<file path="src/rtl/mem_port_arbiter_pkg.sv">
// Shared constants and type definitions for the memory port arbiter slice.
package mem_port_arbiter_pkg;

    localparam int unsigned WORD_SIZE_C  = 16;
    localparam int unsigned LATENCY_C    = 4;
    localparam int unsigned LINE_WIDTH_C = 4 * WORD_SIZE_C;

    // Wide enough for LATENCY-1 over the legal LATENCY range 1..7.
    localparam int unsigned CNT_W = 3;

    typedef enum logic [1:0] {
        IDLE,
        BUSY,
        RESP
    } arb_state_t;

    typedef enum logic {
        GNT_I,
        GNT_D
    } grant_t;

endpackage

</file>
<file path="src/rtl/mem_port_arbiter_if.sv">
// Cache-side and memory-side signals of the shared line port.
interface mem_port_arbiter_if #(
    parameter int unsigned WORD_SIZE  = 16,
    parameter int unsigned LINE_WIDTH = 64
);

    logic                  i_read_req;
    logic [WORD_SIZE-1:0]  i_addr;
    logic [LINE_WIDTH-1:0] i_rdata;
    logic                  i_done;

    logic                  d_read_req;
    logic                  d_write_req;
    logic [WORD_SIZE-1:0]  d_addr;
    logic [LINE_WIDTH-1:0] d_wdata;
    logic [LINE_WIDTH-1:0] d_rdata;
    logic                  d_done;

    logic                  mem_read;
    logic                  mem_write;
    logic [WORD_SIZE-1:0]  mem_addr;
    logic [LINE_WIDTH-1:0] mem_wdata;
    logic [LINE_WIDTH-1:0] mem_rdata;

    logic                  busy;
    logic [WORD_SIZE-1:0]  num_i_access;
    logic [WORD_SIZE-1:0]  num_d_access;

    // Arbiter side
    modport slave (
        input  i_read_req, i_addr,
        input  d_read_req, d_write_req, d_addr, d_wdata,
        input  mem_rdata,
        output i_rdata, i_done, d_rdata, d_done,
        output mem_read, mem_write, mem_addr, mem_wdata,
        output busy, num_i_access, num_d_access
    );

    // Cache / memory side
    modport master (
        output i_read_req, i_addr,
        output d_read_req, d_write_req, d_addr, d_wdata,
        output mem_rdata,
        input  i_rdata, i_done, d_rdata, d_done,
        input  mem_read, mem_write, mem_addr, mem_wdata,
        input  busy, num_i_access, num_d_access
    );

endinterface

</file>
<file path="src/rtl/mem_port_arbiter_latency_counter.sv">
// Fixed-latency access counter with clear, enable and terminal-count flag.
module latency_counter
    import mem_port_arbiter_pkg::*;
#(
    parameter int unsigned LATENCY = LATENCY_C,
    parameter int unsigned WIDTH   = CNT_W
) (
    input  logic clk,
    input  logic reset_n,
    input  logic clear,
    input  logic enable,
    output logic terminal
);

    logic [WIDTH-1:0] count;

    // Count up while enabled; clear has priority so the count restarts at zero.
    always_ff @(posedge clk or negedge reset_n) begin
        if (!reset_n) begin
            count <= '0;
        end else if (clear) begin
            count <= '0;
        end else if (enable) begin
            count <= count + 1'b1;
        end
    end

    assign terminal = (count == WIDTH'(LATENCY - 1));

endmodule

</file>
<file path="src/rtl/mem_port_arbiter.sv">
// Round-robin sharing of the single line-wide memory port between I- and D-cache.
module mem_port_arbiter
    import mem_port_arbiter_pkg::*;
#(
    parameter int unsigned LATENCY    = LATENCY_C,
    parameter int unsigned WORD_SIZE  = WORD_SIZE_C,
    parameter int unsigned LINE_WIDTH = LINE_WIDTH_C
) (
    input logic               clk,
    input logic               reset_n,
    mem_port_arbiter_if.slave bus
);

    localparam logic [WORD_SIZE-1:0] ADDR_MASK = ~WORD_SIZE'(3);

    arb_state_t            state_q;
    grant_t                grant_q;
    grant_t                last_grant_q;

    logic                  mem_read_q;
    logic                  mem_write_q;
    logic [WORD_SIZE-1:0]  mem_addr_q;
    logic [LINE_WIDTH-1:0] mem_wdata_q;
    logic [LINE_WIDTH-1:0] i_rdata_q;
    logic [LINE_WIDTH-1:0] d_rdata_q;
    logic                  i_done_q;
    logic                  d_done_q;
    logic [WORD_SIZE-1:0]  num_i_q;
    logic [WORD_SIZE-1:0]  num_d_q;

    logic                  i_pend;
    logic                  d_pend;
    logic                  pick_d;
    logic                  lat_en;
    logic                  lat_clear;
    logic                  lat_tc;

    // Pending flags and round-robin pick: on a tie the side not granted last wins.
    always_comb begin
        i_pend    = bus.i_read_req;
        d_pend    = bus.d_read_req | bus.d_write_req;
        pick_d    = d_pend && (!i_pend || (last_grant_q == GNT_I));
        lat_en    = (state_q == BUSY);
        lat_clear = (state_q == BUSY) && lat_tc;
    end

    latency_counter #(
        .LATENCY (LATENCY),
        .WIDTH   (CNT_W)
    ) u_lat (
        .clk      (clk),
        .reset_n  (reset_n),
        .clear    (lat_clear),
        .enable   (lat_en),
        .terminal (lat_tc)
    );

    // Grant / access / response sequencing with all port outputs registered.
    always_ff @(posedge clk or negedge reset_n) begin
        if (!reset_n) begin
            state_q      <= IDLE;
            grant_q      <= GNT_I;
            last_grant_q <= GNT_I;
            mem_read_q   <= 1'b0;
            mem_write_q  <= 1'b0;
            mem_addr_q   <= '0;
            mem_wdata_q  <= '0;
            i_rdata_q    <= '0;
            d_rdata_q    <= '0;
            i_done_q     <= 1'b0;
            d_done_q     <= 1'b0;
            num_i_q      <= '0;
            num_d_q      <= '0;
        end else begin
            case (state_q)
                IDLE: begin
                    i_done_q <= 1'b0;
                    d_done_q <= 1'b0;
                    if (i_pend || d_pend) begin
                        state_q <= BUSY;
                        if (pick_d) begin
                            grant_q      <= GNT_D;
                            last_grant_q <= GNT_D;
                            mem_addr_q   <= bus.d_addr & ADDR_MASK;
                            mem_wdata_q  <= bus.d_wdata;
                            // A write request overrides a simultaneous read.
                            mem_write_q  <= bus.d_write_req;
                            mem_read_q   <= !bus.d_write_req;
                            num_d_q      <= num_d_q + 1'b1;
                        end else begin
                            grant_q      <= GNT_I;
                            last_grant_q <= GNT_I;
                            mem_addr_q   <= bus.i_addr & ADDR_MASK;
                            mem_wdata_q  <= '0;
                            mem_write_q  <= 1'b0;
                            mem_read_q   <= 1'b1;
                            num_i_q      <= num_i_q + 1'b1;
                        end
                    end
                end
                BUSY: begin
                    if (lat_tc) begin
                        state_q     <= RESP;
                        mem_read_q  <= 1'b0;
                        mem_write_q <= 1'b0;
                        if (mem_read_q) begin
                            if (grant_q == GNT_D) begin
                                d_rdata_q <= bus.mem_rdata;
                            end else begin
                                i_rdata_q <= bus.mem_rdata;
                            end
                        end
                        i_done_q <= (grant_q == GNT_I);
                        d_done_q <= (grant_q == GNT_D);
                    end
                end
                RESP: begin
                    state_q  <= IDLE;
                    i_done_q <= 1'b0;
                    d_done_q <= 1'b0;
                end
                default: begin
                    state_q <= IDLE;
                end
            endcase
        end
    end

    assign bus.mem_read     = mem_read_q;
    assign bus.mem_write    = mem_write_q;
    assign bus.mem_addr     = mem_addr_q;
    assign bus.mem_wdata    = mem_wdata_q;
    assign bus.i_rdata      = i_rdata_q;
    assign bus.d_rdata      = d_rdata_q;
    assign bus.i_done       = i_done_q;
    assign bus.d_done       = d_done_q;
    assign bus.busy         = (state_q != IDLE);
    assign bus.num_i_access = num_i_q;
    assign bus.num_d_access = num_d_q;

endmodule

</file>
<file path="src/flat_wrapper.sv">
// flat-port wrapper written by rule: the top's interface ports become plain ports
module mem_port_arbiter_flat import mem_port_arbiter_pkg::*;
#(
    parameter int unsigned LATENCY    = LATENCY_C,
    parameter int unsigned WORD_SIZE  = WORD_SIZE_C,
    parameter int unsigned LINE_WIDTH = LINE_WIDTH_C
)
  (clk, reset_n, bus_i_read_req, bus_i_addr, bus_d_read_req, bus_d_write_req, bus_d_addr, bus_d_wdata, bus_mem_rdata, bus_i_rdata, bus_i_done, bus_d_rdata, bus_d_done, bus_mem_read, bus_mem_write, bus_mem_addr, bus_mem_wdata, bus_busy, bus_num_i_access, bus_num_d_access);
  mem_port_arbiter_if #(.WORD_SIZE(WORD_SIZE), .LINE_WIDTH(LINE_WIDTH)) bus_i ();
  input logic clk;
  input logic reset_n;
  input wire logic [$bits(bus_i.i_read_req)-1:0] bus_i_read_req;
  input wire logic [$bits(bus_i.i_addr)-1:0] bus_i_addr;
  input wire logic [$bits(bus_i.d_read_req)-1:0] bus_d_read_req;
  input wire logic [$bits(bus_i.d_write_req)-1:0] bus_d_write_req;
  input wire logic [$bits(bus_i.d_addr)-1:0] bus_d_addr;
  input wire logic [$bits(bus_i.d_wdata)-1:0] bus_d_wdata;
  input wire logic [$bits(bus_i.mem_rdata)-1:0] bus_mem_rdata;
  output wire logic [$bits(bus_i.i_rdata)-1:0] bus_i_rdata;
  output wire logic [$bits(bus_i.i_done)-1:0] bus_i_done;
  output wire logic [$bits(bus_i.d_rdata)-1:0] bus_d_rdata;
  output wire logic [$bits(bus_i.d_done)-1:0] bus_d_done;
  output wire logic [$bits(bus_i.mem_read)-1:0] bus_mem_read;
  output wire logic [$bits(bus_i.mem_write)-1:0] bus_mem_write;
  output wire logic [$bits(bus_i.mem_addr)-1:0] bus_mem_addr;
  output wire logic [$bits(bus_i.mem_wdata)-1:0] bus_mem_wdata;
  output wire logic [$bits(bus_i.busy)-1:0] bus_busy;
  output wire logic [$bits(bus_i.num_i_access)-1:0] bus_num_i_access;
  output wire logic [$bits(bus_i.num_d_access)-1:0] bus_num_d_access;
  assign bus_i.i_read_req = bus_i_read_req;
  assign bus_i.i_addr = bus_i_addr;
  assign bus_i.d_read_req = bus_d_read_req;
  assign bus_i.d_write_req = bus_d_write_req;
  assign bus_i.d_addr = bus_d_addr;
  assign bus_i.d_wdata = bus_d_wdata;
  assign bus_i.mem_rdata = bus_mem_rdata;
  assign bus_i_rdata = bus_i.i_rdata;
  assign bus_i_done = bus_i.i_done;
  assign bus_d_rdata = bus_i.d_rdata;
  assign bus_d_done = bus_i.d_done;
  assign bus_mem_read = bus_i.mem_read;
  assign bus_mem_write = bus_i.mem_write;
  assign bus_mem_addr = bus_i.mem_addr;
  assign bus_mem_wdata = bus_i.mem_wdata;
  assign bus_busy = bus_i.busy;
  assign bus_num_i_access = bus_i.num_i_access;
  assign bus_num_d_access = bus_i.num_d_access;
  mem_port_arbiter #(.LATENCY(LATENCY), .WORD_SIZE(WORD_SIZE), .LINE_WIDTH(LINE_WIDTH)) u_core (.clk(clk), .reset_n(reset_n), .bus(bus_i));
endmodule
</file>
<file path="config.mk">
export PLATFORM = sky130hd
export DESIGN_NAME = mem_port_arbiter_flat
export DESIGN_NICKNAME = d
export VERILOG_FILES = /design/src/rtl/mem_port_arbiter_pkg.sv /design/src/rtl/mem_port_arbiter_if.sv /design/src/rtl/mem_port_arbiter_latency_counter.sv /design/src/rtl/mem_port_arbiter.sv /design/src/flat_wrapper.sv
export SDC_FILE = /design/constraint.sdc
export NUM_CORES = 1
export LEC_CHECK = 0
export ABC_AREA = 0
export CAP_MARGIN = 20
export CORE_UTILIZATION = 39
export CTS_CLUSTER_DIAMETER = 40
export CTS_CLUSTER_SIZE = 10
export DETAILED_ROUTE_END_ITERATION = 16
export GPL_TIMING_DRIVEN = 0
export MAX_ROUTING_LAYER = met4
export PLACE_DENSITY = 0.77
export SLEW_MARGIN = 10
export SYNTH_ARGS = -nofsm -noshare
export SYNTH_HDL_FRONTEND = slang
export SYNTH_SLANG_ARGS = --single-unit
export TNS_END_PERCENT = 30
</file>
<file path="constraint.sdc">
create_clock -name clk -period 1.9 [get_ports clk]
set_clock_uncertainty 0.15 [all_clocks]
set_input_delay 0.38 -clock clk [delete_from_list [all_inputs] [get_ports clk]]
set_output_delay 0.38 -clock clk [all_outputs]
set_load 0.01 [all_outputs]
</file>
==> flow_metrics.py, run 1 <==
metrics = {
    "timing": {
        "fmax_ghz": 0.460,
        "final_period_minus_worst_setup_slack_ns": 2.17,
        "final_max_slew_viol_count": 0,
        "hold_viol_final": 0,
        "setup-tns-final_ns": -31.41,
        "final_min_period_over_clock_period": 1.14,
        "layout_setup_ws_ns": -0.273,
        "final.hold.worst_slack_ns": 0.193,
        "slew_headroom": 0.599,
        "final-setup-viol-count": 129,
        "setup_repair_after_global_routing_missed_its_margin": "yes",
        "worst_pin_slew_ns": 0.601,
    },
    "setup_path": {
        "worstPathCellList": "ha_1 -> or2b_1 -> or2_1 -> buf_6 -> clkinv_4 -> nand3b_4 -> buf_12 -> buf_12 -> mux2_4",
        "cp_endpoint_kind": "flop",
        "worst_ep_arrival_time_ns": 2.40,
        "data_required_time_at_the_worst_endpoint_ns": 2.13,
        "worst_setup_path_start_kind": "flop",
        "crit_path_top_delay_cell": "dfrtp_1",
        "critPathMostFrequentCell": "buf_12",
        "critPathKind": "reg -> reg",
        "crit_fanout": 10,
        "worst_path_largest_cell_delay_ns": 0.37,
    },
    "clocking": {
        "clk_root_buffer_cell": "clkbuf_16",
        "worst_skew_pair_latency_ns": 0.51,
        "tritoncts_buffer_count": 38,
        "cts_clk_pin_slew_worst_paths_ns": 0.05,
        "clockBufferDepth": 3,
        "clock-sinks": 248,
        "tritoncts": "yes",
        "cts.htree.levels": 2,
    },
    "place": {
        "final_hpwl_dp_mm": 19.8,
        "portBuffers": 403,
        "place_ws_ns": -0.848,
        "gp_congestion": 0.802,
        "detailed_place.area_um2": 14300,
    },
    "global_route": {
        "grt_start_max_net_pins": 108,
        "grt_first_pass_wirelength_mm": 43.1,
        "antenna_found_initial": 1,
        "global_route.overflow_total": 0,
        "grt_pass1_vias": 7783,
        "gr-usage-all-layers": 0.221,
    },
    "floorplanning": {
        "floorplan.io_pins": 410,
        "fp.dieArea_um2": 25800,
        "core_region_area_um2": 24500,
        "die_width_um": 161,
        "initial_core_util": 0.401,
        "fp-row-count": 57,
        "fp.dieH_um": 161,
    },
    "outcome": {
        "violations": "negative setup slack",
        "run_status": "finished with violations",
    },
    "job": {
        "maxCapViolCount": 0,
    },
    "detailed_routing": {
        "drtAntennaViolNets": 0,
        "drt_pass1_iterations": 6,
        "post-route-drc-count": 0,
        "routed-via-count": 7152,
        "drt-wirelength-per-cell_um": 19.1,
        "detail_route.wirelength_mm": 27.5,
        "drt_iter0_drc": 353,
        "route.detailed.vias_per_inst": 4.98,
    },
    "pwr": {
        "vdd_ir_drop_max_mv": 0.882,
        "totalPowerFinal_mw": 24.8,
        "powerDensity_nw_per_um2": 1600,
        "leak_pwr_nw": 7.69,
    },
    "synthesis": {
        "number_of_distinct_library_cells_after_synthesis": 43,
        "ys_seq_elements": 248,
        "post_synth_instance_area_um2": 9810,
        "seq_area_frac_synth": 0.633,
        "synthesis.area_per_instance_um2": 15.5,
        "netlist_instances": 631,
        "yosysWarningCount": 0,
    },
    "layout": {
        "drive_gt1_frac": 0.220,
        "area_growth_pct": 57.6,
        "final_cell_area_um2": 15500,
        "final_net_count": 1254,
    },
    "worst_hold_path": {
        "holdCritPathClass": "in -> async",
    },
}
==> path summary, 6_finish.rpt <==
path	startpoint	end	slack [ns]	cells past startpoint
worst max-delay path	u_core.u_lat.count[0]	u_core.bus.i_rdata[12]	-0.27	9
worst min-delay path	reset_n	u_core.bus.num_i_access[3]	0.19	2
worst max register to register	u_core.u_lat.count[0]	u_core.bus.i_rdata[12]	-0.27	9
worst min register to register	u_core.bus.num_d_access[15]	u_core.bus.num_d_access[15]	0.31	1
max in group asynchronous	reset_n	u_core.bus.i_rdata[10]	0.56	3
min in group clk	u_core.bus.num_d_access[15]	u_core.bus.num_d_access[15]	0.31	1
==> repair_timing <==
action,4_1_cts,5_1_grt
pin swaps,1,3
hold buffers,1,0
buffers inserted,3,3
gates resized for setup,265,14
gates cloned,0,2
endpoints found under the hold margin,35,0
setup endpoints to repair,456,199
==> state kept, by name, indices dropped and copies added (netlist names), 2 cells and up <==
signal,flops
u_core.state_q,2
u_core.u_lat.count,3
u_core.bus.num_i_access,16
u_core.bus.i_rdata,64
u_core.bus.d_rdata,64
u_core.bus.mem_addr,14
u_core.bus.mem_wdata,64
u_core.bus.num_d_access,16
==> area by class of cell <==
type                       count  area, µm²
clock inverter                15        190
sequential                   248       6210
multi-input combinational    326       3210
fill                        1946       9000
buffer                        38        400
clock buffer                  51       1060
timing repair buffer         414       3900
inverter                      20       80.1
antenna                        1       2.50
tap                          324        405
==> per-layer routing <==
layer  global-route usage  wire length [µm]  part of all wire  up-vias
li1                     -                 -                 -     3202
met1                0.253             10600              0.39     3555
met2                0.370             13800              0.50      343
met3               0.0573              2260             0.082       52
met4               0.0848               814             0.030        0
met5                    -                 0                 0        -
==> Yosys cell counts (all sizes together) <==
| master | n | area (µm²) |
|---|---|---|
| dfrtp | 248 | 6210 |
| mux2 | 130 | 1700 |
| a22o | 64 | 561 |
| buf | 22 | 230 |
| nand2 | 20 | 75.1 |
| inv | 19 | 71.3 |
| clkbuf | 16 | 110 |
| xnor2 | 16 | 140 |
| a222oi | 14 | 140 |
| xor2 | 14 | 123 |
| nand3 | 11 | 67.6 |
| nand4 | 9 | 56.3 |
| nor2 | 7 | 26.3 |
| nor3 | 7 | 35.0 |
| and3 | 5 | 31.3 |
| ha | 3 | 37.5 |
| o21ai | 3 | 15.0 |
| and2 | 2 | 12.5 |
| and4 | 2 | 17.5 |
| nand2b | 2 | 15.0 |
| nor3b | 2 | 15.0 |
| nor4 | 2 | 12.5 |
| o31ai | 2 | 15.0 |
| a21boi | 1 | 7.51 |
| a21o | 1 | 7.51 |
| a2bb2oi | 1 | 8.76 |
| and2b | 1 | 7.51 |
| clkinv | 1 | 8.76 |
| conb | 1 | 3.75 |
| nand3b | 1 | 20.0 |
| nand4b | 1 | 8.76 |
| o21bai | 1 | 7.51 |
| or2 | 1 | 6.26 |
| or2b | 1 | 7.51 |
==> stage by stage <==
stage	instances	utilization
3_5_place_dp	1361	0.585
3_3_place_gp	1359	0.583
2_1_floorplan	632	-
5_1_grt	1437	0.632
6_report	1437	0.632
4_1_cts	1431	0.628
==> power breakdown <==
| group | total, mW | switching [mW] | internal, mW |
|---|---|---|---|
| Sequential | 8.89 | 1.28 | 7.60 |
| Combinational | 9.14 | 4.11 | 5.03 |
| Clock | 6.76 | 2.42 | 4.34 |
| Total | 24.8 | 7.82 | 17.0 |
==> logic make-up after synthesis <==
| group | count (synthesis) | share of synthesized area |
|---|---|---|
| DFF | 248 | 0.633 |
| muxes | 130 | 0.173 |
| AOI/OAI and AO/OA | 87 | 0.0777 |
| and+or+nand+nor | 74 | 0.0422 |
| buffers and inverters | 58 | 0.0429 |
| xor gates and xnor gates | 30 | 0.0268 |
| adders and majority gates | 3 | 0.00383 |
| other | 1 | 0.000382 |
==> placed cells by master, fill, tap and decap left out, types with 6 or more instances in the layout <==
| cell type | synthesis | routed |
|---|---|---|
| a222oi_1 | 14 | 14 |
| a22o_1 | 64 | 64 |
| buf_12 | 7 | 9 |
| buf_4 | 2 | 10 |
| clkbuf_1 | 11 | 12 |
| clkbuf_16 | 0 | 41 |
| clkbuf_2 | 0 | 6 |
| clkdlybuf4s50_1 | 0 | 159 |
| dfrtp_1 | 248 | 243 |
| dlygate4sd2_1 | 0 | 242 |
| inv_1 | 19 | 19 |
| mux2_2 | 66 | 66 |
| mux2_4 | 63 | 63 |
| nand2_1 | 20 | 20 |
| nand3_1 | 10 | 10 |
| nand4_1 | 9 | 9 |
| nor2_1 | 7 | 6 |
| nor3_1 | 7 | 7 |
| xnor2_1 | 16 | 16 |
| xor2_1 | 14 | 14 |
==> critical path: cells and delay by family, from the launching register on <==
kind,cells,cell delay (ns)
AND/OR/NAND/NOR,3,0.53
adder cells (fa/ha/maj),1,0.17
multiplexers,1,0.30
buffers and inverters,4,0.53
flip-flops,1,0.37
Note: power is estimated with default switching activity, not from simulation.
==> run 2: changes to the inputs <==
CTS_CLUSTER_SIZE = unset   (was 10)
==> run 2 against run 1 <==
  * The flow still finishes with violations (negative setup slack)
  * Clock power grew 5.9%
  * Combinational power is essentially flat
  * Power grew 1.6%
  * Non-clock buffer count shrank 5
  * First-iteration DRC count grew 45%
  * Critical path type unchanged
  * Largest cell class unchanged
  * Largest power group unchanged
==> flow_metrics.py, run 2 (synthesized netlist as in run 1, its figures left out) <==
metrics = {
    "clocking": {
        "clk_root_buffer_cell": "clkbuf_16",
        "cts.htree.levels": 2,
        "tritoncts_buffer_count": 38,
        "tritoncts": "yes",
        "cts_clk_pin_slew_worst_paths_ns": 0.05,
        "clock-sinks": 248,
        "clockBufferDepth": 3,
        "worst_skew_pair_latency_ns": 0.51,
    },
    "layout": {
        "layout.cells.most_common_list": "243 x dfrtp_1, 242 x dlygate4sd2_1, 159 x clkdlybuf4s50_1",
        "fin_util": 0.632,
        "finish.cell_count_without_fillers": 1435,
        "final_net_count": 1249,
        "area_growth_pct": 57.6,
        "layout.cells.most_common": "dfrtp_1",
        "fillCellCount": 1936,
        "drive_gt1_frac": 0.223,
        "final_cell_area_um2": 15500,
        "multi_input_comb_area_um2": 3210,
        "reg_area_um2": 6210,
    },
    "pwr": {
        "totalPowerFinal_mw": 25.2,
        "vdd_ir_drop_max_mv": 1.00,
        "leak_pwr_nw": 7.67,
        "powerDensity_nw_per_um2": 1630,
    },
    "outcome": {
        "violations": "negative setup slack",
        "run_status": "finished with violations",
    },
    "setup_path": {
        "critPathKind": "reg -> reg",
        "cp_endpoint_kind": "flop",
        "worst-path-buf-inv": 4,
        "data_required_time_at_the_worst_endpoint_ns": 2.13,
        "worstPathCellList": "ha_1 -> or2b_1 -> or2_1 -> buf_6 -> clkinv_4 -> nand3b_4 -> buf_12 -> buf_12 -> mux2_4",
        "critPathMostFrequentCell": "buf_12",
        "crit_fanout": 10,
        "crit_path_top_delay_cell": "dfrtp_1",
        "cpLargestDelayFamily": "simple AND/OR/NAND/NOR gates",
        "worst_ep_arrival_time_ns": 2.41,
        "worst_path_largest_cell_delay_ns": 0.36,
        "worst_setup_path_start_kind": "flop",
    },
    "place": {
        "place_ws_ns": -0.848,
        "numPlacedInstances": 1361,
        "detailed_place.area_um2": 14300,
        "portBuffers": 403,
        "gp_congestion": 0.802,
        "final_hpwl_dp_mm": 19.8,
    },
    "timing": {
        "final_min_period_over_clock_period": 1.15,
        "hold_viol_final": 0,
        "layout_setup_ws_ns": -0.278,
        "setup_repair_after_global_routing_missed_its_margin": "yes",
        "final-setup-viol-count": 129,
        "final_period_minus_worst_setup_slack_ns": 2.18,
        "setup-tns-final_ns": -31.96,
        "slew_headroom": 0.612,
        "worst_pin_slew_ns": 0.581,
        "fmax_ghz": 0.459,
        "final_max_slew_viol_count": 0,
        "final.hold.worst_slack_ns": 0.195,
    },
    "floorplanning": {
        "core_region_area_um2": 24500,
        "initial_core_util": 0.401,
        "die_width_um": 161,
        "floorplan.io_pins": 410,
        "fp.dieArea_um2": 25800,
        "fp-row-count": 57,
        "fp.dieH_um": 161,
    },
    "global_route": {
        "grt_first_pass_wirelength_mm": 43.1,
        "grt_use_met3": 0.0576,
        "gr-usage-all-layers": 0.221,
        "antenna_found_initial": 1,
        "global_route.overflow_total": 0,
        "grt_use_met1": 0.255,
        "grt_start_max_net_pins": 108,
        "grt-busiest-layer": "met2",
        "grt_pass1_vias": 7739,
        "grtUsageMet2": 0.369,
    },
    "detailed_routing": {
        "drt-wirelength-per-cell_um": 19.1,
        "drtAntennaViolNets": 0,
        "drt_iter0_drc": 511,
        "routed-via-count": 7136,
        "detail_route.wirelength_mm": 27.4,
        "route.detailed.vias_per_inst": 4.97,
        "post-route-drc-count": 0,
        "drt_pass1_iterations": 7,
    },
    "job": {
        "maxCapViolCount": 0,
    },
    "worst_hold_path": {
        "holdCritPathClass": "in -> async",
    },
}
==> run 2: timing repair <==
| item | in CTS | in global routing |
|---|---|---|
| resized for setup | 265 | 14 |
| hold buffers | 1 | 0 |
| pin swaps | 0 | 3 |
| hold endpoints to repair | 35 | 0 |
| setup buffers | 3 | 0 |
| setup endpoints to repair | 456 | 203 |
==> run 2: per-layer routing <==
layer  routed length (µm)  vias up  part of all wire
met2                13600      339              0.50
met4                  832        0             0.030
met3                 2230       58             0.081
met1                10700     3545              0.39
met5                    0        -                 0
li1                     -     3194                 -
==> run 2: worst paths after layout <==
| kind | startpoint | end | slack, ns | depth (start not counted) |
|---|---|---|---|---|
| max | u_core.u_lat.count[0] | u_core.bus.i_rdata[12] | -0.28 | 9 |
| max in group asynchronous | reset_n | u_core.bus.d_rdata[1] | 0.56 | 3 |
| min reg2reg | u_core.bus.num_d_access[15] | u_core.bus.num_d_access[15] | 0.31 | 1 |
| max reg2reg | u_core.u_lat.count[0] | u_core.bus.i_rdata[12] | -0.28 | 9 |
| min | reset_n | u_core.bus.num_i_access[2] | 0.19 | 2 |
| min in group clk | u_core.bus.num_d_access[15] | u_core.bus.num_d_access[15] | 0.31 | 1 |
==> run 2: power by group <==
group          internal, mW  switching (mW)  total, mW
logic                  5.02            4.11       9.13
clock network          4.58            2.58       7.16
registers              7.60            1.29       8.89
total                  17.2            7.98       25.2
==> run 2: cell type report <==
type,count,area share
clock buffers,46,0.0661
diodes,1,0.000162
repair buffers,409,0.248
flip-flops and latches,248,0.402
well taps,324,0.0262
multi-input cells,326,0.208
plain buffers,38,0.0255
inverters,20,0.00518
clock inverters,23,0.0195
==> run 2: worst register-to-register path, cell delays in order (launching register included) <==
cell	delay, ns
dfrtp_1	0.36
ha_1	0.17
or2b_1	0.23
or2_1	0.22
buf_6	0.14
clkinv_4	0.06
nand3b_4	0.08
buf_12	0.17
buf_12	0.17
mux2_4	0.30
==> run 3: changes to the inputs <==
CORE_AREA = 2 2 160 162   (was unset)
CORE_UTILIZATION = unset   (was 39)
CTS_CLUSTER_SIZE = 16   (was unset)
DIE_AREA = 0 0 162 164   (was unset)
PLACE_DENSITY = 0.75   (was 0.77)
clock period = 2.8 ns   (was 1.9 ns; I/O delays follow)
==> run 3 against run 2 <==
  * The run now ends clean
  * Setup slack improved by 0.56 ns
  * Global-route usage fell by 0.38 points
  * Power shrank 31%
  * Final area hardly changed
  * Clock-buffer cell count fell by 1
  * Hold slack better by 0.13 ns
  * Via count is 1.0% lower
  * Combinational power is 21% lower
  * Routed wire length grew 3.3%
  * Critical path depth down 6
  * Largest power group unchanged
==> flow_metrics.py, run 3 (synthesized netlist as in run 1, its figures left out) <==
metrics = {
    "floorplanning": {
        "fp-row-count": 58,
        "fp.dieArea_um2": 26600,
        "fp.dieH_um": 164,
        "floorplan.io_pins": 410,
        "die_width_um": 162,
        "core_region_area_um2": 24800,
        "initial_core_util": 0.395,
    },
    "setup_path": {
        "worstPathCellList": "nor2_1 -> inv_1 -> clkdlybuf4s50_1",
        "timing.critical_path.depth": 3,
        "crit_fanout": 6,
        "cpLargestDelayFamily": "buffers and inverters",
        "cp_endpoint_kind": "output port",
        "depth_of_the_worst_register_to_register_path": 8,
        "worst_setup_path_start_kind": "flop",
        "crit_path_top_delay_cell": "clkdlybuf4s50_1",
        "worst_ep_arrival_time_ns": 1.81,
        "critPathKind": "reg -> out",
        "data_required_time_at_the_worst_endpoint_ns": 2.09,
        "worst_path_largest_cell_delay_ns": 0.49,
        "worst-path-buf-inv": 2,
    },
    "place": {
        "final_hpwl_dp_mm": 20.6,
        "portBuffers": 403,
        "gp_congestion": 0.826,
    },
    "pwr": {
        "vdd_ir_drop_max_mv": 0.816,
        "p_seq_frac": 0.349,
        "cellInternalPower_mw": 12.0,
        "comb_power_share": 0.413,
        "netSwitchingFraction": 0.311,
        "leak_pwr_nw": 7.00,
        "switchingPower_mw": 5.43,
        "clock_power_share": 0.238,
        "powerDensity_nw_per_um2": 1130,
    },
    "clocking": {
        "tritoncts_buffer_count": 35,
        "clk_root_buffer_cell": "clkbuf_16",
        "cts_hold_buf": 1,
        "cts.htree.levels": 2,
        "worst_skew_pair_latency_ns": 0.50,
        "cts_clk_pin_slew_worst_paths_ns": 0.06,
        "clock-sinks": 248,
        "cts_repair_resize_count": 0,
        "clockBufferDepth": 3,
        "tritoncts": "yes",
        "post-cts-setup-buffer-count": 0,
    },
    "timing": {
        "final-setup-viol-count": 0,
        "setup_repair_after_global_routing_missed_its_margin": "no",
        "final_min_period_over_clock_period": 0.898,
        "final_period_minus_worst_setup_slack_ns": 2.52,
        "hold_viol_final": 0,
        "slew_headroom": 0.449,
        "worst_pin_slew_ns": 0.827,
        "setup-tns-final_ns": 0,
        "final_max_slew_viol_count": 0,
        "fmax_ghz": 0.398,
    },
    "outcome": {
        "run_status": "finished clean",
    },
    "global_route": {
        "grt_start_max_net_pins": 106,
        "grt_first_pass_wirelength_mm": 43.0,
        "antenna_found_initial": 0,
        "gr-usage-all-layers": 0.217,
        "global_route.overflow_total": 0,
        "grt_pass1_vias": 7419,
    },
    "detailed_routing": {
        "detail_route.wirelength_mm": 28.3,
        "post-route-drc-count": 0,
        "drt_iter0_drc": 430,
        "drt_pass1_iterations": 5,
        "drtAntennaViolNets": 0,
        "drt-wirelength-per-cell_um": 19.7,
        "route.detailed.vias_per_inst": 4.93,
        "routed-via-count": 7062,
    },
    "layout": {
        "drive_gt1_frac": 0.200,
        "layout.cells.most_common": "clkdlybuf4s50_1",
        "area_growth_pct": 57.5,
        "final_net_count": 1243,
        "layout.cells.most_common_list": "402 x clkdlybuf4s50_1, 248 x dfrtp_1, 66 x mux2_2",
        "fin_util": 0.622,
        "number_of_inserted_diodes": 0,
        "fillCellCount": 1916,
    },
    "worst_hold_path": {
        "whs_path_depth": 1,
        "holdCritPathClass": "reg -> reg",
    },
    "job": {
        "maxCapViolCount": 0,
    },
}
[run 3: changes by cell type in the layout (fill, tap and decap cells not counted), moves of 7 or more]
cell,delta
clkbuf_1,+8
buf_4,-7
dlygate4sd2_1,-242
clkdlybuf4s50_1,+243
[run 3: path summary, 6_finish.rpt]
kind / startpoint / to / slack, ns
hold reg to reg: u_core.bus.num_d_access[15] / u_core.bus.num_d_access[15] / 0.32
max in group asynchronous: reset_n / u_core.bus.i_rdata[59] / 1.25
min in group asynchronous: reset_n / u_core.bus.mem_addr[4] / 0.39
setup / recovery: u_core.state_q[0] / bus_busy / 0.28
setup reg to reg: u_core.u_lat.count[0] / u_core.bus.d_rdata[43] / 0.54
hold / removal: u_core.bus.num_d_access[15] / u_core.bus.num_d_access[15] / 0.32
[run 3: layout make-up]
class / count / area (µm²) / share of cell area
Multi-Input combinational cell: 326 / 3180 / 0.206
Sequential cell: 248 / 6210 / 0.402
Tap cell: 330 / 413 / 0.0267
Timing Repair Buffer: 406 / 4100 / 0.266
Inverter: 20 / 80.1 / 0.00518
Clock buffer: 45 / 963 / 0.0624
Buffer: 38 / 340 / 0.0220
Clock inverter: 19 / 155 / 0.0100
[run 3: power by group through the flow]
stage	Sequential (mW)	Clock, mW	Combinational, mW
floorplan	6.73	0	2.42
global placement	6.08	0	7.17
detailed placement	6.11	0	7.30
CTS	6.10	4.27	7.32
global route	6.29	4.42	7.68
finish	6.10	4.16	7.22
[run 3: per-layer routing]
layer | vias up | global-route usage | wire length (µm) | share of wire
met4 | 0 | 0.0784 | 923 | 0.033
met5 | - | - | 0 | 0
met2 | 337 | 0.356 | 14100 | 0.50
met3 | 60 | 0.0530 | 2180 | 0.077
li1 | 3167 | - | - | -
met1 | 3498 | 0.263 | 11000 | 0.39
[run 3: through the flow]
stage	worst slack [ns]	cells	power [mW]	instance area [µm²]	hold WS (ns)
after floorplan	0.744	632	9.14	9810	0.114
after global placement	-9.64	1365	13.3	14300	0.306
after detailed placement	-0.0871	1367	13.4	14300	0.323
after CTS	0.261	1432	17.7	15400	0.333
after global routing	0.192	1432	18.4	15400	0.356
final	0.284	1432	17.5	15400	0.324
